[src/rtl/acc_hub_pkg.sv]
// Shared types and defaults for the accelerator channel hub.
package acc_hub_pkg;

  typedef enum logic [1:0] {
    StIdle,
    StRun,
    StDone
  } hub_state_e;

  localparam int unsigned DefDw    = 32;
  localparam int unsigned DefDepth = 16;

  // Pointers carry one extra wrap bit so full and empty can be told apart.
  function automatic int unsigned ptr_width(input int unsigned depth);
    return $clog2(depth) + 1;
  endfunction

endpackage

[src/rtl/sync_fifo.sv]
// Show-ahead synchronous FIFO; push on full and pop on empty are dropped.
module sync_fifo
  import acc_hub_pkg::*;
#(
  parameter int unsigned Dw    = DefDw,
  parameter int unsigned Depth = DefDepth
) (
  input  logic          clk_i,
  input  logic          reset_i,
  input  logic          push_i,
  input  logic [Dw-1:0] din_i,
  input  logic          pop_i,
  output logic [Dw-1:0] dout_o,
  output logic          full_o,
  output logic          empty_o
);

  localparam int unsigned AddrW = $clog2(Depth);
  localparam int unsigned PtrW  = ptr_width(Depth);

  logic [Dw-1:0]   mem_q [Depth];
  logic [PtrW-1:0] wr_ptr_q, wr_ptr_d;
  logic [PtrW-1:0] rd_ptr_q, rd_ptr_d;
  logic            do_push, do_pop;

  assign full_o  = (wr_ptr_q[PtrW-1] != rd_ptr_q[PtrW-1]) &&
                   (wr_ptr_q[AddrW-1:0] == rd_ptr_q[AddrW-1:0]);
  assign empty_o = (wr_ptr_q == rd_ptr_q);
  // Full is judged before any same-cycle pop, so a push on full is always dropped.
  assign do_push = push_i & ~full_o;
  assign do_pop  = pop_i & ~empty_o;
  assign dout_o  = mem_q[rd_ptr_q[AddrW-1:0]];

  // Pointer advance; natural wrap at 2*Depth.
  always_comb begin
    wr_ptr_d = wr_ptr_q + PtrW'(do_push);
    rd_ptr_d = rd_ptr_q + PtrW'(do_pop);
  end

  // Pointer registers; reset empties the FIFO without touching storage.
  always_ff @(posedge clk_i) begin
    if (reset_i) begin
      wr_ptr_q <= '0;
      rd_ptr_q <= '0;
    end else begin
      wr_ptr_q <= wr_ptr_d;
      rd_ptr_q <= rd_ptr_d;
    end
  end

  // Storage write.
  always_ff @(posedge clk_i) begin
    if (do_push) begin
      mem_q[wr_ptr_q[AddrW-1:0]] <= din_i;
    end
  end

endmodule

[src/rtl/acc_channel_hub.sv]
// Router-side streaming port fanned out to NCh accelerator FIFO pairs, with job control FSM.
module acc_channel_hub
  import acc_hub_pkg::*;
#(
  parameter int unsigned NCh   = 2,
  parameter int unsigned Dw    = DefDw,
  parameter int unsigned Depth = DefDepth,
  parameter int unsigned CntW  = 16
) (
  input  logic              clk_i,
  input  logic              reset_i,
  input  logic              start_i,
  input  logic [2:0]        ch_sel_i,
  input  logic              bypass_i,
  input  logic [CntW-1:0]   word_count_i,
  input  logic              tx_valid_i,
  input  logic [Dw-1:0]     tx_data_i,
  output logic              tx_ready_o,
  output logic              rx_valid_o,
  output logic [Dw-1:0]     rx_data_o,
  input  logic              rx_ready_i,
  output logic              busy_o,
  output logic              done_o,
  output logic              err_sel_o,
  output logic [NCh-1:0]    acc_enable_o,
  input  logic [NCh-1:0]    acc_get_i,
  output logic [NCh*Dw-1:0] acc_data_out_o,
  output logic [NCh-1:0]    to_acc_empty_o,
  input  logic [NCh-1:0]    acc_put_i,
  input  logic [NCh*Dw-1:0] acc_data_in_i,
  output logic [NCh-1:0]    from_acc_full_o,
  output logic [NCh-1:0]    ovf_err_o
);

  localparam int unsigned ChW = (NCh > 1) ? $clog2(NCh) : 1;

  hub_state_e      state_q;
  logic [ChW-1:0]  ch_q;
  logic            bypass_q;
  logic [CntW-1:0] count_q, sent_q, recv_q;
  logic            done_q, err_sel_q;
  logic [NCh-1:0]  ovf_q, ovf_d, ovf_set;

  logic [NCh-1:0]  to_push, to_full, to_empty;
  logic [NCh-1:0]  from_push, from_pop, from_full, from_empty;
  logic [NCh-1:0]  ch_hit, byp_hit;
  logic [Dw-1:0]   to_head   [NCh];
  logic [Dw-1:0]   from_head [NCh];
  logic [Dw-1:0]   from_din  [NCh];

  logic run, sel_valid, job_start, tx_xfer, rx_xfer;

  assign run       = (state_q == StRun);
  assign sel_valid = (32'(ch_sel_i) < NCh);
  assign job_start = (state_q == StIdle) & start_i & sel_valid;

  // In bypass the from-FIFO is the only buffer, so its fullness gates the router.
  assign tx_ready_o = run & (sent_q < count_q) &
                      ~(bypass_q ? from_full[ch_q] : to_full[ch_q]);
  assign rx_valid_o = run & ~from_empty[ch_q] & (recv_q < count_q);
  assign rx_data_o  = from_empty[ch_q] ? '0 : from_head[ch_q];
  assign tx_xfer    = tx_valid_i & tx_ready_o;
  assign rx_xfer    = rx_valid_o & rx_ready_i;

  assign busy_o          = (state_q != StIdle);
  assign done_o          = done_q;
  assign err_sel_o       = err_sel_q;
  assign ovf_err_o       = ovf_q;
  assign to_acc_empty_o  = to_empty;
  assign from_acc_full_o = from_full;

  // Channel demux/mux: router traffic only reaches the latched channel during a job.
  always_comb begin
    ch_hit         = '0;
    byp_hit        = '0;
    to_push        = '0;
    from_push      = '0;
    from_pop       = '0;
    ovf_set        = '0;
    acc_enable_o   = '0;
    acc_data_out_o = '0;
    for (int unsigned i = 0; i < NCh; i++) begin
      from_din[i]       = acc_data_in_i[i*Dw +: Dw];
      ch_hit[i]         = busy_o && (ch_q == ChW'(i));
      byp_hit[i]        = ch_hit[i] & bypass_q;
      to_push[i]        = tx_xfer & ch_hit[i] & ~bypass_q;
      from_pop[i]       = rx_xfer & ch_hit[i];
      acc_enable_o[i]   = run & ch_hit[i] & ~bypass_q;
      acc_data_out_o[i*Dw +: Dw] = to_empty[i] ? '0 : to_head[i];
      // A bypass job owns the from-FIFO write port; accelerator puts are ignored.
      if (byp_hit[i]) begin
        from_push[i] = tx_xfer;
        from_din[i]  = tx_data_i;
      end else begin
        from_push[i] = acc_put_i[i];
        ovf_set[i]   = acc_put_i[i] & from_full[i];
      end
    end
  end

  // Sticky overflow: set on put-while-full, cleared when a job starts on that channel.
  always_comb begin
    ovf_d = ovf_q | ovf_set;
    if (job_start) begin
      ovf_d[ch_sel_i[ChW-1:0]] = 1'b0;
    end
  end

  // Overflow flag registers.
  always_ff @(posedge clk_i) begin
    if (reset_i) begin
      ovf_q <= '0;
    end else begin
      ovf_q <= ovf_d;
    end
  end

  // Job FSM with word counters and registered done/err_sel pulses.
  always_ff @(posedge clk_i) begin
    if (reset_i) begin
      state_q   <= StIdle;
      ch_q      <= '0;
      bypass_q  <= 1'b0;
      count_q   <= '0;
      sent_q    <= '0;
      recv_q    <= '0;
      done_q    <= 1'b0;
      err_sel_q <= 1'b0;
    end else begin
      done_q    <= 1'b0;
      err_sel_q <= 1'b0;
      case (state_q)
        StIdle: begin
          if (start_i) begin
            if (sel_valid) begin
              ch_q     <= ch_sel_i[ChW-1:0];
              bypass_q <= bypass_i;
              count_q  <= word_count_i;
              sent_q   <= '0;
              recv_q   <= '0;
              if (word_count_i == '0) begin
                state_q <= StDone;
                done_q  <= 1'b1;
              end else begin
                state_q <= StRun;
              end
            end else begin
              err_sel_q <= 1'b1;
            end
          end
        end
        StRun: begin
          if (tx_xfer) sent_q <= sent_q + CntW'(1);
          if (rx_xfer) recv_q <= recv_q + CntW'(1);
          // Leave on the cycle of the final pop.
          if ((recv_q + CntW'(rx_xfer)) == count_q) begin
            state_q <= StDone;
            done_q  <= 1'b1;
          end
        end
        StDone:  state_q <= StIdle;
        default: state_q <= StIdle;
      endcase
    end
  end

  for (genvar g = 0; g < NCh; g++) begin : g_ch
    sync_fifo #(
      .Dw    (Dw),
      .Depth (Depth)
    ) u_to_acc (
      .clk_i   (clk_i),
      .reset_i (reset_i),
      .push_i  (to_push[g]),
      .din_i   (tx_data_i),
      .pop_i   (acc_get_i[g]),
      .dout_o  (to_head[g]),
      .full_o  (to_full[g]),
      .empty_o (to_empty[g])
    );

    sync_fifo #(
      .Dw    (Dw),
      .Depth (Depth)
    ) u_from_acc (
      .clk_i   (clk_i),
      .reset_i (reset_i),
      .push_i  (from_push[g]),
      .din_i   (from_din[g]),
      .pop_i   (from_pop[g]),
      .dout_o  (from_head[g]),
      .full_o  (from_full[g]),
      .empty_o (from_empty[g])
    );
  end

endmodule

[config.mk]
export PLATFORM = sky130hd
export DESIGN_NAME = acc_channel_hub
export DESIGN_NICKNAME = d
export VERILOG_FILES = /design/src/rtl/acc_hub_pkg.sv /design/src/rtl/sync_fifo.sv /design/src/rtl/acc_channel_hub.sv
export SDC_FILE = /design/constraint.sdc
export NUM_CORES = 2
export LEC_CHECK = 0
export CORE_ASPECT_RATIO = 1.5
export CORE_UTILIZATION = 66
export DETAILED_ROUTE_END_ITERATION = 10
export PLACE_DENSITY = 0.86
export SETUP_SLACK_MARGIN = 0.4
export SLEW_MARGIN = 5
export SYNTH_ARGS = -nofsm -noshare
export SYNTH_HDL_FRONTEND = slang
export SYNTH_SLANG_ARGS = --single-unit
[constraint.sdc]
create_clock -name clk_i -period 10 [get_ports clk_i]
set_input_delay 1 -clock clk_i [delete_from_list [all_inputs] [get_ports clk_i]]
set_output_delay 1 -clock clk_i [all_outputs]
set_load 0.1 [all_outputs]
# Yosys cells after proc, flatten, opt, wreduce, memory -nomap -nowiden
# Memory sizes are Yosys's and may differ from the RTL's. A register that Yosys moved wholly into a read port is not among the register bits.
# Cells that the tools add are included.
dict set report word_totals {
  ramBits 2048
  word_cells 173
  romBits 0
  n_memories 4
  register_bits 96
  latch_bits 0
  output_inout_bits 109
  inputBits 125
}
dict set report op_classes {
  mul 0
  n_addsub 11
  muxes 51
  n_shift 0
  n_eq_ne 19
  bitwise 48
  reduce_logical 16
  order_cmp 7
  div_mod_pow 0
}
# memory words width rd rd_ports_with_merged_regs wr line_no
set memory_table {}
lappend memory_table {{g_ch[0].u_from_acc.mem_q} 16 32 1 1 1 sync_fifo.sv:21} ;# logic [Dw-1:0] mem_q [Depth];
lappend memory_table {{g_ch[0].u_to_acc.mem_q} 16 32 1 1 1 sync_fifo.sv:21}
lappend memory_table {{g_ch[1].u_from_acc.mem_q} 16 32 1 1 1 sync_fifo.sv:21}
lappend memory_table {{g_ch[1].u_to_acc.mem_q} 16 32 1 1 1 sync_fifo.sv:21}
# op n
set op_table {}
lappend op_table {{2-to-1 mux 32 bit} 8}
lappend op_table {{2-to-1 mux 16 bit} 4}
lappend op_table {{case mux 16 bit (2 select lines)} 2}
lappend op_table {{adder 5 x 1 -> 5 bit} 8}
lappend op_table {{adder 16 x 1 -> 16 bit (second input constant)} 2}
lappend op_table {{less-than comparator 16 bit} 2}
lappend op_table {{AND 1 bit} 30}
lappend op_table {{2-to-1 mux 1 bit} 25}
lappend op_table {{equality test 5 bit} 4}
lappend op_table {{adder 16 x 1 -> 16 bit} 1}
lappend op_table {{equality test 16 bit} 1}
lappend op_table {{equality test 4 bit} 4}
lappend op_table {{logical NOT 16 bit} 1}
lappend op_table {{2-to-1 mux 4 bit} 4}
lappend op_table {{inverter 1 bit} 14}
lappend op_table {{2-to-1 mux 2 bit} 5}
lappend op_table {{AND reduction 4 bit} 2}
lappend op_table {{logical AND 1 bit} 7}
lappend op_table {{!= test 2 x 1 -> 1 bit (second input constant)} 3}
lappend op_table {{AND reduction 3 bit} 2}
lappend op_table {{less-than comparator 1 x 2 -> 1 bit (second input constant)} 2}
lappend op_table {{!= test 1 bit} 4}
lappend op_table {{!= test 2 bit (second input constant)} 2}
lappend op_table {{case mux 2 bit (2 select lines)} 1}
lappend op_table {{other kinds (13)} 14}

# Depth between registers and ports, before layout
dict set report depth {
  ltp_word 13
  mapped_depth 17
  ltp_nobuf 17
}

# Modules after synthesis
# From an unflattened synthesis, not the netlist that was laid out.
dict set report hier_totals {
  hier_cells 4673
  area_unflattened_um2 86436.6
}
# mod area_per_inst_um2 instances seq_area_each_um2 cells_each
set modules_own_cells {}
lappend modules_own_cells {{sync_fifo at g_ch[1].u_from_acc ...} 20282.0 2 15574.9 1020}
lappend modules_own_cells {{sync_fifo at g_ch[0].u_to_acc} 20271.9 1 15574.9 1020}
lappend modules_own_cells {{sync_fifo at g_ch[0].u_from_acc} 19826.5 1 15574.9 878}
lappend modules_own_cells {acc_channel_hub 5774.3 1 1121.1 735}

# Worst setup path before layout
# Ideal clock, no wire load.
dict set report synth_path {
  path_kind {flip-flop to flip-flop}
  start {reg count_q[13]}
  end {mem g_ch[1].u_from_acc.mem_q[2][0] (netlist bit) (enable)}
  stages_incl_launch_ff 11
  setup_time_ns 0.513
  t_required_ns 9.487
  path_buffers 1
  arrival_ns 5.554
  setup_slack_ns 3.933
  synth_period_minus_slack_ns 6.067
  path_cell_list {dfxtp_1 -> inv_1 -> ha_1 -> a21o_1 -> a21o_1 -> a221o_1 -> a221oi_2 -> nand3_2 -> o22a_1 -> buf_2 -> nor4b_1}
}
dict set report synth_via {
  elab_chain_len 8
}
# item line_no
set synth_lines {}
lappend synth_lines {{from (decl)} acc_channel_hub.sv:40} ;# logic [CntW-1:0] count_q, sent_q, recv_q;
lappend synth_lines {{from (signal assigned)} acc_channel_hub.sv:138} ;# count_q <= word_count_i;
lappend synth_lines {{less-than comparator 16 bit} acc_channel_hub.sv:58} ;# assign tx_ready_o = run & (sent_q < count_q) &
lappend synth_lines {{AND 1 bit (2 in a row)} acc_channel_hub.sv:58}
lappend synth_lines {{AND 1 bit} acc_channel_hub.sv:62} ;# assign tx_xfer = tx_valid_i & tx_ready_o;
lappend synth_lines {{2-to-1 mux 1 bit} acc_channel_hub.sv:91} ;# if (byp_hit[i]) begin
lappend synth_lines {{AND 1 bit} sync_fifo.sv:30} ;# assign do_push = push_i & ~full_o;
lappend synth_lines {{2-to-1 mux 1 bit} sync_fifo.sv:53} ;# if (do_push) begin
lappend synth_lines {{2-to-1 mux 1 bit (not written as such)} sync_fifo.sv:54} ;# mem_q[wr_ptr_q[AddrW-1:0]] <= din_i;
lappend synth_lines {{to (decl)} sync_fifo.sv:21}
# No other way between the ends.

# Final worst setup path
dict set report layout_path {
  start {reg g_ch[0].u_from_acc.rd_ptr_q[0]}
  end {out rx_data_o[1]}
}
dict set report layout_via {
  elab_chain_len 4
}
# item line_no
set layout_lines {}
lappend layout_lines {{from (decl)} sync_fifo.sv:23} ;# logic [PtrW-1:0] rd_ptr_q, rd_ptr_d;
lappend layout_lines {{from (signal assigned)} sync_fifo.sv:47} ;# rd_ptr_q <= rd_ptr_d;
lappend layout_lines {{equality test 5 bit} sync_fifo.sv:28} ;# assign empty_o = (wr_ptr_q == rd_ptr_q);
lappend layout_lines {{2-to-1 mux 1 bit (not written as such) (2 in a row)} acc_channel_hub.sv:61} ;# assign rx_data_o = from_empty[ch_q] ? '0 : from_head[ch_q];
lappend layout_lines {{2-to-1 mux 32 bit} acc_channel_hub.sv:61}
lappend layout_lines {{to (decl)} acc_channel_hub.sv:20} ;# output logic [Dw-1:0] rx_data_o,
# No other way between the ends. The select of a mux whose other input is x is not followed.

==> out/results.txt <==
In this run the cell area of the synthesized design comes to 0.08446 mm^2. The tool flagged a number of max-cap violations equal to 0. The maximum fanout along the worst path is 49, and the total vias in the final route is 43960. The final layout contains 4375 nets.

Subtracting the final worst setup slack from the clock period gives 6.524 ns. The final-layout worst hold slack is 0.5021 ns, and the switching share of power is 21.42%. Between clock sinks in the finished design, the worst skew comes to 0.03294 ns.

For the worst-skew pair, the clock arrives at the later sink with an insertion delay of 0.84 ns. The tools report the placeable core region as 0.1269 mm^2. Counting every sink on the clock net gives 2144. Leaving out fill and tap cells, the most frequent cell in the layout is sky130_fd_sc_hd__edfxtp_1. The largest vdd supply drop is 232.9 uV, and the count of placed standard cells including taps is 5716. The H-tree was split into 4 levels. At the pin with the least slew margin, the transition time is 1.274 ns.

The number of hold violations in the final report was 0; the portion of the clock cycle consumed by the worst path in the final layout was 65.24%. Setup repair after global routing left no endpoint under its margin. The share of total power dissipated in the clock network is 40.5%. The number of flops mapped to enable cells by yosys was 2048; the number of setup violations in the final report was 0.

The pin count of the biggest net entering global routing was 97. The power density over the cells was 186.3 mW/mm^2. Final count of pins violating max slew: 0. The tools report the first-pass detailed-route iteration total as 6.

The run finished with clean final reports. At the worst endpoint, the required time is 9.00 ns. TritonCTS built the clock tree.

The logs give 25 for the initial antenna violation count and 0.09546 mm^2 for the final instance area. The clock-pin slew reported for the worst setup and hold paths after clock tree synthesis is 0.07 ns, and the number of buffers inserted to repair setup after CTS is 0. The number of routed nets with antenna violations was 0; the timing-limited maximum frequency was 153.3 MHz. The final-layout fill cell count was 6287.

The net switching power of the design is 0.003809 W. The run gives 0 as the total congestion overflow after global routing. Number of DRC markers after the initial detailed-route iteration: 6879.

The most used flip-flop cell after synthesis was sky130_fd_sc_hd__edfxtp_1. The average instance area after synthesis works out to 21.88 um^2. Half-perimeter wire length of the detailed placement result: 124.0 mm.

The netlist uses 61 different library cells. Setup total negative slack on the finished layout was measured at 0 ns. The worst setup path is launched from a flip-flop. During placement, the flow inserted port buffers numbering 233.

Relative to the synthesized area, the layout overhead comes to 13.03%. The maximum single-stage delay on the critical path is 1.00 ns, and the DRC violation count after routing is 0. CTS placed an instance of sky130_fd_sc_hd__clkbuf_16 at the clock tree root.

In this run, flip-flops and latches consume 55.7% of the power. The signal on the critical path passes through buf_4 -> mux4_2 -> mux4_2 -> mux2i_1 -> nor2_1 -> clkdlybuf4s50_1. The logs give 0 for the count of yosys warnings during synthesis and 234 for the I/O pin count.

The cell count after synthesis came out at 3860. In this design, the critical path's most frequently occurring cell is sky130_fd_sc_hd__mux4_2. The initial utilization of the core area, before any placement, comes to 66.54%.

Total internal power: 0.01397 W. On the critical path, the stage with the largest delay is an instance of sky130_fd_sc_hd__clkdlybuf4s50_1. The worst setup path is of the reg2out kind.

For this run, the register share of the synthesized area comes to 75.09%. Worst min-delay path category: reg2reg. The share of total power dissipated in combinational logic is 3.8%.

After detailed routing, the average wire length per cell comes to 38.95 um. For the post-cts gate resize count, the log shows 0. Global routing consumed, over all layers together, 37.50% of the routing resources. Of all flip-flops after synthesis, the portion carrying an async set or reset was 0%. The logs give 6072 for the post-layout instance count excluding filler cells and 5.52 ns for the arrival time reported for the critical path endpoint. The number of buffers on the longest clock path is 3. The critical path contains buffers and inverters numbering 2 combined.

The site row count was 160. The logs give 236.5 mm for the final routed wirelength across all metal layers and 45150 for the number of global-route vias before repair. In the layout the commonest cells are 2048 x sky130_fd_sc_hd__edfxtp_1, 640 x sky130_fd_sc_hd__mux4_2, 229 x sky130_fd_sc_hd__clkdlybuf4s50_1.

Dividing the detail-routed via count by the number of cells gives 7.239. Summed over all cells, the static leakage comes to 29.05 nW. The share of layout cells above drive strength 1 is 28.01%, and the placement-stage cell area is 0.08951 mm^2. In this run the horizontal extent of the chip is 294.1 um.

The kind of cell with the highest combined delay along the critical path is buffers and inverters. When the netlist entered floorplanning its net count stood at 4035. In this run, post-CTS hold repair placed 0 buffers.

At the end of routability-driven placement, the weighted congestion stood at 0.8553. The vertical die dimension was 440.1 um. The die covers 0.1294 mm^2. The first global-routing pass estimated 330.7 mm of wire.

The worst max-slew margin expressed relative to the limit was 14.64%; the number of storage elements in the synthesis netlist was 2144. Buffers inserted during clock tree synthesis total 183. The worst setup path is captured at an output pin.
==> state kept, by name (all words and copies together), names as in the netlist, 10 cells and up <==
register / flops
g_ch.u_from_acc.wr_ptr_q: 10
sent_q: 16
recv_q: 16
g_ch.u_from_acc.mem_q: 1024
g_ch.u_to_acc.wr_ptr_q: 10
count_q: 16
g_ch.u_from_acc.rd_ptr_q: 10
g_ch.u_to_acc.rd_ptr_q: 10
g_ch.u_to_acc.mem_q: 1024
==> power groups by stage <==
| stage | combinational, W | sequential, W | clock, W |
|---|---|---|---|
| final | 0.000680 | 0.00991 | 0.00720 |
| after global routing | 0.000687 | 0.00991 | 0.00750 |
| after CTS | 0.000664 | 0.00991 | 0.00722 |
| after detailed placement | 0.000646 | 0.0101 | 0 |
| after global placement | 0.000626 | 0.0101 | 0 |
| after floorplan | 0.000325 | 0.0101 | 0 |
==> metal layers <==
metal  GRT usage [%]  part of all wire (%)  up-vias
met1           44.06                    30    22500
met5               0                 0.039        -
li1                -                     -    16810
met4           23.90                   7.3       14
met3           8.482                    12      868
met2           62.80                    51     3769
==> final cells by class <==
class | count | area [um^2] | share of cell area [%]
flip-flops and latches | 2144 | 63460 | 66.48
multi-input cells | 1467 | 20410 | 21.38
clock buffers | 231 | 4862 | 5.093
repair buffers | 378 | 3413 | 3.575
well taps | 1701 | 2128 | 2.229
clock inverters | 106 | 1041 | 1.090
inverters | 26 | 97.59 | 0.1022
diodes | 19 | 47.55 | 0.04980
==> logic make-up after synthesis <==
logic type	count (synthesis)	synth area share, %
compound gates	135	0.9852
xor+xnor	68	0.7141
fa+ha+maj	50	0.7407
buf+inv	249	1.247
flops	2144	75.09
mux	738	18.32
simple gates	476	2.895
==> cell usage after synthesis (14+ instances only) <==
| master | instances | share of area, % |
|---|---|---|
| sky130_fd_sc_hd__buf_1 | 24 | 0.11 |
| sky130_fd_sc_hd__nor2_1 | 124 | 0.55 |
| sky130_fd_sc_hd__nor3_1 | 34 | 0.20 |
| sky130_fd_sc_hd__nor2b_1 | 90 | 0.67 |
| sky130_fd_sc_hd__edfxtp_1 | 2048 | 73 |
| sky130_fd_sc_hd__mux4_2 | 640 | 17 |
| sky130_fd_sc_hd__a31oi_1 | 14 | 0.10 |
| sky130_fd_sc_hd__nand2_1 | 80 | 0.36 |
| sky130_fd_sc_hd__xnor2_1 | 34 | 0.35 |
| sky130_fd_sc_hd__inv_1 | 26 | 0.12 |
| sky130_fd_sc_hd__nand2b_1 | 16 | 0.12 |
| sky130_fd_sc_hd__o21ai_0 | 45 | 0.27 |
| sky130_fd_sc_hd__nand3_1 | 37 | 0.22 |
| sky130_fd_sc_hd__nor4_1 | 22 | 0.16 |
| sky130_fd_sc_hd__ha_1 | 50 | 0.74 |
| sky130_fd_sc_hd__xor2_1 | 33 | 0.34 |
| sky130_fd_sc_hd__mux2i_1 | 33 | 0.39 |
| sky130_fd_sc_hd__a21oi_1 | 35 | 0.21 |
| sky130_fd_sc_hd__nand4_1 | 20 | 0.15 |
| sky130_fd_sc_hd__mux2_2 | 65 | 0.87 |
| sky130_fd_sc_hd__buf_2 | 68 | 0.40 |
| sky130_fd_sc_hd__clkbuf_1 | 118 | 0.52 |
| sky130_fd_sc_hd__dfxtp_1 | 96 | 2.3 |
==> path summary, 6_finish.rpt <==
check / from / cells past startpoint / endpoint / slack [ns]
min: sent_q[15]$_SDFFE_PP0P_ / 1 / sent_q[15]$_SDFFE_PP0P_ / 0.50
min reg2reg: sent_q[15]$_SDFFE_PP0P_ / 1 / sent_q[15]$_SDFFE_PP0P_ / 0.50
max: g_ch[0].u_from_acc.rd_ptr_q[0]$_SDFF_PP0_ / 6 / rx_data_o[1] / 3.48
max reg2reg: g_ch[1].u_from_acc.rd_ptr_q[0]$_SDFF_PP0_ / 9 / g_ch[1].u_from_acc.mem_q[3][3]$_DFFE_PP_ / 4.51
==> metrics by stage <==
step | utilization [%] | power (W) | setup WS, ns
CTS | 75.18 | 0.01779 | 3.377
global placement | 70.53 | 0.01072 | 4.318
finish | 75.21 | 0.01778 | 3.476
floorplan | - | 0.01042 | 3.933
global route | 75.18 | 0.01809 | 3.254
detailed placement | 70.53 | 0.01074 | 4.346
(Power assumes the default switching activity.)
